## config.mk

```make
export PLATFORM = sky130hd
export DESIGN_NAME = battleship_game_fsm
export DESIGN_NICKNAME = d
export VERILOG_FILES = /design/src/rtl/battleship_game_fsm.sv
export SDC_FILE = /design/constraint.sdc
export NUM_CORES = 1
export LEC_CHECK = 0
export ABC_AREA = 1
export CORE_MARGIN = 1.5
export CORE_UTILIZATION = 35
export CTS_BUF_LIST = sky130_fd_sc_hd__clkbuf_4
export DETAILED_ROUTE_END_ITERATION = 10
export PLACE_DENSITY_LB_ADDON = 0.12
export SETUP_SLACK_MARGIN = 0.02
export SLEW_MARGIN = 25
export SYNTH_ARGS = -nofsm -noshare
export SYNTH_HDL_FRONTEND = slang
export SYNTH_SLANG_ARGS = --single-unit
```

## constraint.sdc

```tcl
create_clock -name clk -period 3.69 [get_ports clk]
set_input_delay 0.738 -clock clk [delete_from_list [all_inputs] [get_ports clk]]
set_output_delay 0.738 -clock clk [all_outputs]
set_load 0.01 [all_outputs]
```

## src/rtl/battleship_game_fsm.sv

```systemverilog
// Keyboard-Battleship game sequencer: ship placement, alternating turns with a
// per-turn forfeit timer, per-player hit counting and winner declaration.
module battleship_game_fsm #(
    parameter int unsigned SHIP_CELLS   = 17,
    parameter int unsigned TURN_TIMEOUT = 500_000_000,
    parameter int unsigned TO_W         = 32
) (
    input  logic       clk,
    input  logic       rst_n,
    input  logic       start,
    input  logic       place_done,
    input  logic       shot_valid,
    input  logic       shot_hit,
    output logic       shot_ready,
    output logic [2:0] state,
    output logic       active_player,
    output logic [4:0] p1_hits,
    output logic [4:0] p2_hits,
    output logic       turn_timeout
);

    typedef enum logic [2:0] {
        S_IDLE     = 3'd0,
        S_P1_SETUP = 3'd1,
        S_P2_SETUP = 3'd2,
        S_P1_TURN  = 3'd3,
        S_P2_TURN  = 3'd4,
        S_P1_WIN   = 3'd5,
        S_P2_WIN   = 3'd6
    } state_e;

    localparam logic [4:0]      SHIP_CELLS_L = 5'(SHIP_CELLS);
    localparam logic [TO_W-1:0] TIMER_LAST   = TO_W'(TURN_TIMEOUT - 1);

    state_e          state_q, state_d;
    logic [4:0]      p1_hits_q, p1_hits_d;
    logic [4:0]      p2_hits_q, p2_hits_d;
    logic [TO_W-1:0] timer_q, timer_d;
    logic            turn_timeout_q, turn_timeout_d;
    logic            shot_accept;
    logic            timer_expired;
    logic            in_turn;

    // Shot handshake: a shot transfers on any rising edge where shot_valid and
    // shot_ready are both high; shot_hit is only meaningful in that cycle.
    assign in_turn       = (state_q == S_P1_TURN) || (state_q == S_P2_TURN);
    assign shot_ready    = in_turn;
    assign shot_accept   = shot_valid && shot_ready;
    assign timer_expired = (timer_q == TIMER_LAST);

    always_comb begin
        state_d        = state_q;
        p1_hits_d      = p1_hits_q;
        p2_hits_d      = p2_hits_q;
        turn_timeout_d = 1'b0;
        case (state_q)
            S_IDLE, S_P1_WIN, S_P2_WIN: begin
                if (start) begin
                    state_d   = S_P1_SETUP;
                    p1_hits_d = 5'd0;
                    p2_hits_d = 5'd0;
                end
            end
            S_P1_SETUP: if (place_done) state_d = S_P2_SETUP;
            S_P2_SETUP: if (place_done) state_d = S_P1_TURN;
            S_P1_TURN: begin
                if (shot_accept) begin
                    state_d = S_P2_TURN;
                    if (shot_hit) begin
                        p1_hits_d = p1_hits_q + 5'd1;
                        if (p1_hits_d == SHIP_CELLS_L) state_d = S_P1_WIN;
                    end
                end else if (timer_expired) begin
                    state_d        = S_P2_TURN;
                    turn_timeout_d = 1'b1;
                end
            end
            S_P2_TURN: begin
                if (shot_accept) begin
                    state_d = S_P1_TURN;
                    if (shot_hit) begin
                        p2_hits_d = p2_hits_q + 5'd1;
                        if (p2_hits_d == SHIP_CELLS_L) state_d = S_P2_WIN;
                    end
                end else if (timer_expired) begin
                    state_d        = S_P1_TURN;
                    turn_timeout_d = 1'b1;
                end
            end
            default: state_d = S_IDLE;
        endcase
    end

    // Every turn change is a state change, so any transition restarts the timer.
    always_comb begin
        if (!in_turn || (state_d != state_q)) timer_d = '0;
        else                                  timer_d = timer_q + TO_W'(1);
    end

    always_ff @(posedge clk or negedge rst_n) begin
        if (!rst_n) begin
            state_q        <= S_IDLE;
            p1_hits_q      <= 5'd0;
            p2_hits_q      <= 5'd0;
            timer_q        <= '0;
            turn_timeout_q <= 1'b0;
        end else begin
            state_q        <= state_d;
            p1_hits_q      <= p1_hits_d;
            p2_hits_q      <= p2_hits_d;
            timer_q        <= timer_d;
            turn_timeout_q <= turn_timeout_d;
        end
    end

    assign state         = state_q;
    assign active_player = (state_q == S_P2_SETUP) || (state_q == S_P2_TURN) ||
                           (state_q == S_P2_WIN);
    assign p1_hits       = p1_hits_q;
    assign p2_hits       = p2_hits_q;
    assign turn_timeout  = turn_timeout_q;

endmodule

```

After elaboration in Yosys (flattened, before gate mapping) --
Cells that the tools add are included. Widths: inputs -> output; s select.
Storage, ports and cells: output and inout port bits 16, word-level logic and storage cells 59, input bits 6, register bits 46
Operators by class: reduce and logical (&&, ||, !) cells 13, add/sub/neg operators 3, multiplexer cells 23, equal/unequal tests 15
Operators with widths (count):
- $add 32x1->32 const B | 1
- $eq 32x29->1 const B | 1
- $mux 32 | 1
- $mux 3 | 9
- $mux 5 | 5
- $pmux 5 s2 | 2
- $pmux 3 s5 | 1
- $add 5x1->5 const B | 2
- $eq 5x5->1 const B | 2
- $ne 2x2->1 const B | 5
- $eq 3x3->1 const B | 3
- $reduce_and 4->1 | 2
- $eq 3x2->1 const B | 2
- $mux 1 | 5
- $logic_or 1x1->1 | 4
- $reduce_bool 2->1 | 2
- $eq 3x1->1 const B | 1
- $logic_not 3->1 | 1
- $ne 3x3->1 | 1
- $reduce_or 3->1 | 1
- $reduce_or 2->1 | 1
- $logic_and 1x1->1 | 1
- $logic_not 1->1 | 1

Logic depth before layout (Yosys ltp) --
word-level depth 9, depth in mapped cells 11

Worst setup path after synthesis --
OpenSTA, ideal clock, no wires.
path type reg-to-reg, start reg timer_q[0], end reg timer_q[5], arrival 1.489 ns, slack 2.079 ns, period minus slack after synthesis 1.611 ns, setup time 0.122 ns, buffers on the path 1, cell stages (with the launch flop) 10, path through dfrtp_1 ha_1 nand2_2 nor2_4 nand2_4 nor2_2 nand2_2 o2111ai_4 buf_8 nor2_2
Between the ends: cells in the longest elaborated chain, start to end 7, elaborated cells between the ends (all ways) 10
RTL lines:
- from (decl) | line 38 | logic [TO_W-1:0] timer_q, timer_d;
- from (signal assigned) | line 111 | timer_q <= timer_d;
- $eq 32x29->1 | line 49 | assign timer_expired = (timer_q == TIMER_LAST);
- $mux 3, on equally long branches | line 85, 73
- $mux 3, on equally long branches | line 79, 67
- $pmux 3 s5 | line 56 | case (state_q)
- $ne 3x3->1 | line 96 | if (!in_turn || (state_d != state_q)) timer_d = '0;
- $logic_or 1x1->1 | line 96
- $mux 32 * | line 96
- named net timer_d[5] | line 38
The timed path passes the listed nets; every way through them passes the cells marked *. A chain may end at the register's enable or synchronous reset.

Worst setup path in the final report --
start reg state_q[2], in the netlist state[2], end out shot_ready
Between the ends: cells in the longest elaborated chain, start to end 2, elaborated cells between the ends (all ways) 3
RTL lines:
- from (decl) | line 35 | state_e state_q, state_d;
- from (signal assigned) | line 108 | state_q <= state_d;
- $eq 3x2->1 or $eq 3x3->1 (tied branches) | line 46 | assign in_turn = (state_q == S_P1_TURN) || (state_q == S_P2_TURN);
- $logic_or 1x1->1 * | line 46
- to (decl) | line 14 | output logic shot_ready,
Every way passes the cells marked *; elsewhere a longest branch is shown, timed or not.

==> impl_metrics.toml <==
[final_layout]
regArea_sq_um = 1150
final.fill_count = 879
multi_input_area_sq_um = 1610
syn2layout_area_growth_pct = 11.6
drive_gt1_frac = 0.109
diodes = 0
finalNetCount = 478

[drt]
vias = 2654
final_antenna_net_count = 0
firstDrtPassIters = 4
drt_iter0_drc = 138
wl_microns = 6930
wl_per_cell_microns = 12.1
post_drt_via_cell_ratio = 4.63
drc_errors = 0

[status]
status = "completed"

[synth]
syn_avg_cell_area_sq_um = 6.84
synth_cell_types = 24
synth_area_leaders = "dfrtp_1 38%, nand2_1 19%, nor2_2 6.8%, nor2_1 6.7%, nand3_1 6.6%"
synth_ff_type = "dfrtp_1"
synth-edff-count = 0
yosys.area.top_type = "dfrtp_1"
syn_nets = 453
synth_area_sq_um = 3030
yosysMostFrequentCell = "nand2_1"
ys_async_sr_fraction = 1.00
synthTopCellsByCount = "153 x nand2_1, 54 x nor2_1, 51 x inv_1"
synth_top_cell_area_share = 0.380
yosysWarningCount = 0
syn-instance-count = 442
synth-seq-cells = 46
ys_seq_area_frac = 0.380

[grt]
grt_pass1_wl_microns = 11900
antenna_found_initial = 0
overflow = 0
grt_use_total = 0.169
grt_pass1_vias = 2484
grt_max_degree = 47

[sta]
slew_headroom = 0.419
rsz0062_at_grt = "no"
timing.final.crit_share = 0.697
fin_hold_ws_ns = 0.371
setup_viol = 0
tns_ns = 0
max_freq_ghz = 0.389
hold_violations = 0
tightest_slew_ns = 0.871
period_needed_ns = 2.57
clock_skew_ns = 0.00378
finalMaxSlewViolations = 0

[floorplanning]
die_area_sq_um = 9210
die_x_microns = 96.0
rows = 33
core_region_area_sq_um = 8300
start_util = 0.365
ios = 22
die-height_microns = 96.0

[placement]
port-buffer-count = 21
gp_congestion = 0.888
dp_hpwl_microns = 5350

[clocking]
numCtsBuffers = 5
cts_max_path_buffers = 2
post-cts-setup-buffers = 0
cts.clk_slew.worst_paths_ns = 0.13
cts_tree = "done"
clock_sinks = 46
cts_resized = 0
root_buffer = "clkbuf_4"
cts_hold_buf = 0
clk_latency_ns = 0.36
htree_num_levels = 2

[hold_path]
hold_path.class = "input port to async pin"

[power_and_ir_drop]
total_power_w = 0.00118
ir_drop_v = 0.000109
p_leak_nw = 1.42
powerDensity_nw_per_um2 = 350

[worst_setup_path]
critPathSlowestCell = "clkdlybuf4s50_1"
arrival_ns = 1.83
cp-end-kind = "output port"
path_cells = "inv_2 > nand3_1 > nand2_1 > clkdlybuf4s50_1"
critPathMaxStageDelay_ns = 0.54
path_max_fanout = 8
crit_path_start_kind = "flop"
crit_type = "flop to output port"
required_ns = 2.95

[flow_run]
drv_cap = 0
## per-stage QoR
step                 util  cell area, sq um  setup WS [ns]  cells
floorplan               -              3030           2.08    442
global placement    0.400              3320           1.13    565
detailed placement  0.400              3320           1.09    565
CTS                 0.407              3380           1.09    573
global route        0.407              3380          0.940    573
finish              0.407              3380           1.12    573
## cell type report
type                    instances  area share
well taps                     105      0.0389
clock inverters                 2     0.00259
flip-flops and latches         46       0.341
multi-input cells             336       0.478
clock buffers                   6      0.0133
inverters                      56      0.0623
repair buffers                 22      0.0638
## placed cells by master, fill, tap and decap left out
master	netlist	final
clkbuf_4	0	6
o21ai_1	1	1
clkdlybuf4s50_1	0	20
o21ai_0	6	6
o21bai_1	2	2
nor2_1	54	54
nor3_1	8	8
clkinv_1	1	2
nand2_2	2	2
dfrtp_1	46	46
nand2_4	1	1
clkinv_2	0	1
nor3b_1	1	1
nand4_1	10	10
xor2_1	11	11
a21oi_1	3	3
nand2_1	153	153
nor2_4	1	1
ha_1	5	5
xnor2_1	4	4
buf_4	0	2
inv_2	4	4
inv_1	51	51
nor2_2	33	33
nand3_1	40	40
o2111ai_4	1	1
## path summary, 6_finish.rpt
check                      slack [ns]     endpoint        from  depth (start not counted)
min in group clk                 0.54   p2_hits[4]  p2_hits[4]                          2
min reg2reg                      0.54   p2_hits[4]  p2_hits[4]                          2
max                              1.12   shot_ready    state[2]                          4
min                              0.37  timer_q[27]       rst_n                          1
max in group asynchronous        2.92   p2_hits[2]       rst_n                          1
max reg2reg                      1.42  timer_q[21]  timer_q[0]                          9
## cell families (layout without fill, tap and decap cells)
| kind of cell | after synthesis | in the layout | share of synthesized area |
|---|---|---|---|
| xor gates and xnor gates | 15 | 15 | 0.0434 |
| AOI/OAI and AO/OA | 13 | 13 | 0.0302 |
| DFF | 46 | 46 | 0.380 |
| buffers and inverters | 60 | 86 | 0.0860 |
| and+or+nand+nor | 303 | 303 | 0.439 |
| adders and majority gates | 5 | 5 | 0.0207 |
## sequential cells by signal (all words and copies together) (netlist names)
signal	flops
timer_q	32
p2_hits	5
p1_hits	5
turn_timeout	1
state	3
## report_power, final
group / switching [W] / internal [W] / total (W)
sequential: 0.0000453 / 0.000527 / 0.000573
combinational: 0.000231 / 0.000134 / 0.000365
clock: 0.000166 / 0.0000794 / 0.000245
total: 0.000442 / 0.000740 / 0.00118
## routing by layer
metal,GRT usage,wire [microns],vias up
met5,0,0,-
met2,0.268,3120,24
met4,0.0404,44,0
li1,-,-,1416
met3,0.0284,183,2
met1,0.240,3590,1212
## worst max-delay path: cells and delay by family (launching register included)
family	cells	cell delay (ns)
simple gates	2	0.32
flops	1	0.50
buf+inv	2	0.66
Note: power is estimated with default switching activity, not from simulation.
